File: src/rtl/cpu_pkg.sv
// Shared CPU front-end definitions: instruction field positions, opcode/funct
// constants and the fetch FSM state type.
package cpu_pkg;

    localparam int INSTR_W = 32;

    localparam int OPC_HI   = 31;
    localparam int OPC_LO   = 26;
    localparam int RS_HI    = 25;
    localparam int RS_LO    = 21;
    localparam int RT_HI    = 20;
    localparam int RT_LO    = 16;
    localparam int RD_HI    = 15;
    localparam int RD_LO    = 11;
    localparam int FUNCT_HI = 5;
    localparam int FUNCT_LO = 0;
    localparam int IMM_HI   = 15;
    localparam int IMM_LO   = 0;

    localparam logic [5:0] OPC_RTYPE = 6'b000000;
    localparam logic [5:0] FUNCT_ADD = 6'b100000;
    localparam logic [5:0] FUNCT_SUB = 6'b100010;

    typedef enum logic [1:0] {
        IDLE    = 2'd0,
        FETCH   = 2'd1,
        DISCARD = 2'd2
    } fd_state_t;

    function automatic logic is_sub(input logic [5:0] opcode, input logic [5:0] funct);
        return (opcode == OPC_RTYPE) && (funct == FUNCT_SUB);
    endfunction

endpackage

File: src/rtl/fetch_fifo.sv
// Small power-of-two FIFO buffering fetched {pc, instruction} pairs.
// Flush empties it in one cycle; the head is presented from registered storage.
module fetch_fifo #(
    parameter int DEPTH = 2,
    parameter int WIDTH = 64
) (
    input  logic                       clk,
    input  logic                       rst,
    input  logic                       push,
    input  logic                       pop,
    input  logic                       flush,
    input  logic [WIDTH-1:0]           din,
    output logic [WIDTH-1:0]           head,
    output logic                       valid,
    output logic [$clog2(DEPTH):0]     count
);

    localparam int PTR_W = (DEPTH > 1) ? $clog2(DEPTH) : 1;
    localparam int CNT_W = $clog2(DEPTH) + 1;
    localparam logic [CNT_W-1:0] DEPTH_C = CNT_W'(DEPTH);

    logic [WIDTH-1:0] mem [DEPTH];
    logic [PTR_W-1:0] wr_ptr;
    logic [PTR_W-1:0] rd_ptr;
    logic             push_ok;
    logic             pop_ok;

    assign valid   = (count != '0);
    assign push_ok = push && (count != DEPTH_C);
    assign pop_ok  = pop && valid;
    assign head    = mem[rd_ptr];

    always_ff @(posedge clk) begin
        if (rst || flush) begin
            wr_ptr <= '0;
            rd_ptr <= '0;
            count  <= '0;
        end else begin
            if (push_ok) wr_ptr <= wr_ptr + PTR_W'(1);
            if (pop_ok)  rd_ptr <= rd_ptr + PTR_W'(1);
            count <= count + CNT_W'(push_ok) - CNT_W'(pop_ok);
        end
    end

    // NOTE: storage is deliberately not reset; count gates every read, so stale
    // entries are never observed and the array stays plain RAM without a reset tree.
    always_ff @(posedge clk) begin
        if (push_ok && !flush && !rst) mem[wr_ptr] <= din;
    end

endmodule

File: src/rtl/fetch_decode.sv
// Fetch + field-decode stage: owns the PC, runs the imem req/ack FSM, buffers
// fetched words and slices the buffered head into register-file fields.
module fetch_decode
    import cpu_pkg::*;
#(
    parameter int                ADDR_W     = 32,
    parameter logic [ADDR_W-1:0] RESET_PC   = '0,
    parameter int                FIFO_DEPTH = 2
) (
    input  logic              clk,
    input  logic              rst,
    output logic              imem_req,
    output logic [ADDR_W-1:0] imem_addr,
    input  logic              imem_ack,
    input  logic [31:0]       imem_rdata,
    input  logic              redirect_valid,
    input  logic [ADDR_W-1:0] redirect_pc,
    output logic              dec_valid,
    input  logic              dec_ready,
    output logic [ADDR_W-1:0] dec_pc,
    output logic [5:0]        dec_opcode,
    output logic [4:0]        dec_rs,
    output logic [4:0]        dec_rt,
    output logic [4:0]        dec_rd,
    output logic [5:0]        dec_funct,
    output logic [15:0]       dec_imm,
    output logic              dec_sub
);

    localparam int CNT_W   = $clog2(FIFO_DEPTH) + 1;
    localparam int ENTRY_W = ADDR_W + INSTR_W;
    localparam logic [CNT_W-1:0]  DEPTH_C = CNT_W'(FIFO_DEPTH);
    localparam logic [ADDR_W-1:0] PC_STEP = ADDR_W'(4);

    fd_state_t          state;
    logic [ADDR_W-1:0]  pc;
    logic [ADDR_W-1:0]  addr_q;
    logic               req_q;

    logic               fifo_push;
    logic               fifo_pop;
    logic [ENTRY_W-1:0] fifo_head;
    logic               fifo_valid;
    logic [CNT_W-1:0]   fifo_count;
    logic [ADDR_W-1:0]  head_pc;
    logic [31:0]        instr;

    // Acks are only buffered in FETCH; a redirect voids both the push and the pop.
    assign fifo_push = (state == FETCH) && imem_ack && !redirect_valid;
    assign fifo_pop  = fifo_valid && dec_ready && !redirect_valid;

    fetch_fifo #(
        .DEPTH (FIFO_DEPTH),
        .WIDTH (ENTRY_W)
    ) u_fifo (
        .clk   (clk),
        .rst   (rst),
        .push  (fifo_push),
        .pop   (fifo_pop),
        .flush (redirect_valid),
        .din   ({pc, imem_rdata}),
        .head  (fifo_head),
        .valid (fifo_valid),
        .count (fifo_count)
    );

    assign imem_req  = req_q;
    assign imem_addr = addr_q;

    // NOTE: every state register uses non-blocking assignment so all of them
    // update together from the same pre-edge values.
    always_ff @(posedge clk) begin
        if (rst) begin
            state  <= IDLE;
            pc     <= RESET_PC;
            addr_q <= RESET_PC;
            req_q  <= 1'b0;
        end else if (redirect_valid) begin
            pc <= redirect_pc;
            if (req_q && !imem_ack) begin
                // Bus request cannot be withdrawn: keep it and drop its data later.
                state <= DISCARD;
            end else begin
                state  <= FETCH;
                req_q  <= 1'b1;
                addr_q <= redirect_pc;
            end
        end else begin
            case (state)
                IDLE: begin
                    if (fifo_count < DEPTH_C) begin
                        state  <= FETCH;
                        req_q  <= 1'b1;
                        addr_q <= pc;
                    end
                end
                FETCH: begin
                    if (imem_ack) begin
                        pc <= pc + PC_STEP;
                        if (fifo_count + CNT_W'(1) < DEPTH_C) begin
                            addr_q <= pc + PC_STEP;
                        end else begin
                            state <= IDLE;
                            req_q <= 1'b0;
                        end
                    end
                end
                DISCARD: begin
                    if (imem_ack) begin
                        state  <= FETCH;
                        addr_q <= pc;
                    end
                end
                default: begin
                    state <= IDLE;
                    req_q <= 1'b0;
                end
            endcase
        end
    end

    assign head_pc = fifo_valid ? fifo_head[ENTRY_W-1:INSTR_W] : '0;
    assign instr   = fifo_valid ? fifo_head[INSTR_W-1:0]       : '0;

    assign dec_valid  = fifo_valid;
    assign dec_pc     = head_pc;
    assign dec_opcode = instr[OPC_HI:OPC_LO];
    assign dec_rs     = instr[RS_HI:RS_LO];
    assign dec_rt     = instr[RT_HI:RT_LO];
    assign dec_rd     = instr[RD_HI:RD_LO];
    assign dec_funct  = instr[FUNCT_HI:FUNCT_LO];
    assign dec_imm    = instr[IMM_HI:IMM_LO];
    assign dec_sub    = fifo_valid && is_sub(dec_opcode, dec_funct);

endmodule

File: config.mk
export PLATFORM = sky130hd
export DESIGN_NAME = fetch_decode
export DESIGN_NICKNAME = d
export VERILOG_FILES = /design/src/rtl/cpu_pkg.sv /design/src/rtl/fetch_fifo.sv /design/src/rtl/fetch_decode.sv
export SDC_FILE = /design/constraint.sdc
export NUM_CORES = 1
export LEC_CHECK = 0
export BUFFER_PORTS_ARGS = -buffer_cell sky130_fd_sc_hd__buf_2
export CAP_MARGIN = 15
export CORE_MARGIN = 2
export CORE_UTILIZATION = 56
export CTS_CLUSTER_SIZE = 25
export DETAILED_ROUTE_END_ITERATION = 10
export PLACE_DENSITY = 0.88
export SLEW_MARGIN = 20
export SYNTH_ARGS = -nofsm -noshare
export SYNTH_HDL_FRONTEND = slang
export SYNTH_HIERARCHICAL = 1
export SYNTH_SLANG_ARGS = --single-unit
File: constraint.sdc
create_clock -name clk -period 13.3 [get_ports clk]
set_clock_uncertainty 0.2 [all_clocks]
set_input_delay 1.995 -clock clk [delete_from_list [all_inputs] [get_ports clk]]
set_output_delay 1.995 -clock clk [all_outputs]
set_load 0.1 [all_outputs]
After elaboration in Yosys (flattened, before gate mapping)
Memories as Yosys holds them, arrays and structs flattened. A register that Yosys moved wholly into a read port is not among the register bits.
Cells that the tools add are included.

word-level totals
  input bits = 69
  bits in writable memories = 128
  memories = 1
  flip-flop bits (word level) = 71
  output and inout bits = 110
  logic and storage cells = 81

memory list
  memory      words  bits a word  rd ports  clocked after Yosys merged registers in  wr ports  line              RTL
  u_fifo.mem  2      64           1         1                                        1         fetch_fifo.sv:22  logic [WIDTH-1:0] mem [DEPTH];

operators by class
  magnitude comparators = 2
  reduce and logical (&&, ||, !) cells = 25
  add/sub/neg operators = 6
  muxes and demuxes = 29
  equality and inequality tests = 11

operators with widths
  cell                     number
  $mux W32                 11
  $pmux W32 S3             1
  $add A32 B3 Y32 const B  1
  $mux W2                  6
  $ne A3 B3 Y1 const B     4
  $logic_and A1 B1 Y1      11
  $mux W1                  9
  $eq A6 B6 Y1 const B     1
  $logic_not A6 Y1         1
  $ne A2 B2 Y1 const B     3
  $pmux W2 S3              1
  $reduce_and A6 Y1        1
  $reduce_bool A2 Y1       3
  $reduce_and A5 Y1        1
  $lt A2 B2 Y1 const B     2
  $reduce_and A4 Y1        1
  $reduce_bool A4 Y1       1
  $logic_not A1 Y1         3
  $ne A3 B2 Y1 const B     1
  $pmux W1 S3              1
  $add A1 B1 Y1 const B    2
  $add A2 B1 Y2            1
  $add A2 B1 Y2 const B    1
  $eq A2 B1 Y1 const B     1
  5 further kinds          5

Depth between registers and ports, before layout
  word-level depth = 8
  mapped depth = 12
  gate-level depth less buffers = 9

Cells and area by module
Netlist, hierarchy kept.

by module, submodules not included
  module        area an instance (sq um)  seq. area each (sq um)  times used  cells an instance
  fetch_fifo    5159.9                    3943.8                  1           224
  fetch_decode  4596.9                    1341.3                  1           595

Worst setup path before layout
Ideal clock, no wire load.

  path kind = input-to-reg
  start = input port redirect_valid
  end = memory u_fifo.mem[1][0], enable pin
  data required time = 12435 ps
  path buffers = 3
  slack = 2642 ps
  data arrival time = 9792 ps
  stages on the path = 7
  cells stage by stage = inv_1 > clkbuf_1 > clkbuf_1 > clkbuf_1 > and3_1 > o21ai_2 > nor4b_1

between the ends
  word-level cells in the longest chain between the ends = 7

RTL lines
  what                              line                RTL
  start, declared                   fetch_decode.sv:16  input logic redirect_valid,
  $logic_not A1 Y1                  fetch_decode.sv:49  assign fifo_push = (state == FETCH) && imem_ack && !redirect_valid;
  $logic_and A1 B1 Y1               fetch_decode.sv:49
  named net fifo_push               fetch_decode.sv:40  logic fifo_push;
  $logic_and A1 B1 Y1               fetch_fifo.sv:29    assign push_ok = push && (count != DEPTH_C);
  $logic_and A1 B1 Y1 (2 in a row)  fetch_fifo.sv:48    if (push_ok && !flush && !rst) mem[wr_ptr] <= din;
  $mux W1                           fetch_fifo.sv:48
  $mux W1 (implied by the code)     fetch_fifo.sv:48
  end, declared                     fetch_fifo.sv:22

The timed path passes the listed nets, and every way through them passes these cells.

==> results.sh <==
export IMPL_status="finished, final reports clean"
export IMPL_ir_drop_v=0.0000932
export IMPL_fin_nets=1022
export IMPL_start_util_pct=56.8
export IMPL_cts_sinks=200
export IMPL_cts_made_buffers=17
export IMPL_worstSetupPathType="flop to primary output"
export IMPL_totalWireLength_mm=22.0
export IMPL_min_path_type="flop to flop"
export IMPL_numPortBuffers=178
export IMPL_holdWs_ns=0.259
export IMPL_core_um2=17200
export IMPL_antenna_found_initial=1
export IMPL_clk_latency_ns=0.44
export IMPL_grt_pass1_vias=6480
export IMPL_postRouteAntennaNets=0
export IMPL_period_share_pct=39.3
export IMPL_die_x_um=136
export IMPL_hpwlAfterDp_mm=14.7
export IMPL_cts_tree="built"
export IMPL_ys_seq_elements=200
export IMPL_io_pins=179
export IMPL_max_freq_ghz=0.191
export IMPL_track_usage_pct=23.8
export IMPL_drc=0
export IMPL_cts_root_buf="clkbuf_16"
export IMPL_synth_cell_type_count=68
export IMPL_htreeDepth=4
export IMPL_cts_resized=0
export IMPL_setup_viol=0
export IMPL_worst_pin_slew_ns=0.984
export IMPL_pwr_share_seq_pct=50.5
export IMPL_yosysMostFrequentCell="edfxtp_1"
export IMPL_syn_to_final_growth_pct=13.7
export IMPL_fill_cells=1294
export IMPL_power_per_cell_area_nw_per_um2=126
export IMPL_fin_ws_ns=8.07
export IMPL_power_share_clock_pct=34.6
export IMPL_grt_max_degree=76
export IMPL_yosys_top_cells_count="128 x edfxtp_1, 72 x dfxtp_1, 67 x and2_1, 60 x mux2_4, 50 x nor2_1"
export IMPL_rsz0062_at_grt="false"
export IMPL_fin_crit_ns=5.23
export IMPL_async_flop_share_pct=0
export IMPL_die_height_um=136
export IMPL_place_ws_ns=8.04
export IMPL_synth_top_flop_cell="edfxtp_1"
export IMPL_dieArea_um2=18500
export IMPL_timing_setup_tns_ns=0
export IMPL_p_leak_nw=4.34
export IMPL_cpMaxStageDelayCell="dfxtp_4"
export IMPL_routedWlPerCell_um=18.5
export IMPL_routed_via_density=5.81
export IMPL_synth_area_leaders="edfxtp_1 39%, dfxtp_1 15%, mux2_4 9.2%, and2_1 4.3%, xor2_1 2.7%"
export IMPL_maxCapViolCount=0
export IMPL_syn_avg_cell_area_um2=11.9
export IMPL_vias=6899
export IMPL_switching_share_pct=29.5
export IMPL_drtPass1Iterations=5
export IMPL_hold_viol=0
export IMPL_place_gp_congestion=0.893
export IMPL_dr_first_iter_drc_count=623
export IMPL_endpoint_kind="primary output"
export IMPL_synth_top_area_cell="edfxtp_1"
export IMPL_path_max_fanout=36
export IMPL_cp_start_kind="flop"
export IMPL_grt_pass1_wl_mm=33.8
export IMPL_crit_arrival_ns=3.03
export IMPL_slowest_delay_ns=0.82
export IMPL_relSlewSlack_pct=34.4
export IMPL_holdBufCountCts=0
export IMPL_syn_area_um2=9760
export IMPL_clock_path_buffers=2
export IMPL_synth_nets=891
export IMPL_gr_total_overflow=0
export IMPL_ys_seq_area_share_pct=54.2
export IMPL_p_int_mw=0.988
export IMPL_drv_slew=0
export IMPL_path_clk_slew_ns=0.07
export IMPL_netlist_area_leader_share_pct=39.4
export IMPL_cts_setup_buffers=0
export IMPL_power_frac_comb_pct=14.9
export IMPL_crit_path_cell_trace="mux2_4 > nor4_1 > and4b_1 > nor4bb_1 > buf_2"
export IMPL_power_switching_mw=0.412
export IMPL_synth_edf_count=128
export IMPL_worstPathRequired_ns=11.10
export IMPL_synthCells=819
export IMPL_drive_gt1_share_pct=31.3
export IMPL_ys_warn_count=6
export IMPL_rows=48
## flip-flops by register name, summed over array words and instances, names as in the netlist, named ones only
register,count
u_fifo/count,2
pc,32
imem_addr,32
u_fifo/rd_ptr,1
u_fifo/mem,128
u_fifo/wr_ptr,1
imem_req,1
state,2
## cells by family (layout without fill, tap and decap cells)
group                      after synthesis  in the layout  synth area share [%]
xor gates and xnor gates                50             50                  4.49
AOI/OAI and AO/OA                      133            133                  9.43
DFF                                    200            200                  54.2
muxes                                   69             69                  10.2
other                                    0              1                     0
and+or+nand+nor                        278            278                  16.1
adders and majority gates                3              3                 0.385
buffers and inverters                   86            229                  5.22
## power by group through the flow
stage	registers [mW]	logic, mW	clock network (mW)
final	0.707	0.209	0.484
after global routing	0.709	0.220	0.514
after CTS	0.706	0.208	0.489
after detailed placement	0.719	0.207	0
after global placement	0.718	0.204	0
after floorplan	0.784	0.0972	0
## cell usage in the layout, fill, tap and decap left out, drive strengths merged, types with 3 or more instances in the layout
master / instances
nand3: 20
and4: 7
clkinv: 5
or2: 3
ha: 3
inv: 17
a211oi: 23
o31a: 3
a21boi: 4
and3: 8
nand3b: 5
buf: 185
mux2i: 5
mux2: 64
clkbuf: 18
a221oi: 7
nor4: 12
a21o: 3
xor2: 30
a21oi: 38
nand4: 24
xnor2: 20
dfxtp: 72
and2: 67
edfxtp: 128
o211ai: 5
clkinvlp: 3
a31oi: 3
a211o: 4
nor2: 50
nand2b: 9
or3: 6
o21ai: 20
a311oi: 9
nor3: 12
nand2: 44
## per-stage QoR
stage / std cells / utilization, % / area (um2) / power [mW]
3_5_place_dp: 1156 / 61.4 / 10500 / 0.927
6_report: 1188 / 64.6 / 11100 / 1.40
2_1_floorplan: 819 / - / 9760 / 0.881
5_1_grt: 1187 / 64.6 / 11100 / 1.44
3_3_place_gp: 1156 / 61.4 / 10500 / 0.922
4_1_cts: 1187 / 64.6 / 11100 / 1.40
## worst max-delay path, delay by kind of cell (launching register included)
kind	cells	cell delay [ns]
buffers and inverters	1	0.47
flip-flops	1	0.82
multiplexers	1	0.36
AND/OR/NAND/NOR	3	0.92
## area by class of cell
type	count	area [um2]	share of cell area [%]
inverter	13	48.8	0.440
antenna	1	2.50	0.0226
sequential	200	5290	47.7
clock buffer	18	429	3.87
tap	225	282	2.54
clock inverter	13	121	1.09
multi-input combinational	533	3980	35.9
timing repair buffer	185	943	8.50
## layer usage
| layer | wire [um] | global-route usage [%] | vias up |
|---|---|---|---|
| met4 | 488 | 7.81 | 0 |
| li1 | - | - | 3248 |
| met3 | 1630 | 4.59 | 39 |
| met2 | 11000 | 41.2 | 316 |
| met1 | 8950 | 30.2 | 3296 |
| met5 | 0 | 0 | - |
## path summary, 6_finish.rpt
| check | slack, ns | cells after the start | to | from |
|---|---|---|---|---|
| worst min-delay path | 0.26 | 2 | imem_addr[2] | imem_addr[2] |
| worst max register to register | 10.11 | 6 | imem_addr[21] | state[1] |
| worst max-delay path | 8.07 | 5 | dec_sub | flop |
| worst min register to register | 0.26 | 2 | imem_addr[2] | imem_addr[2] |
No activity file was read; power rests on OpenSTA's default activity.
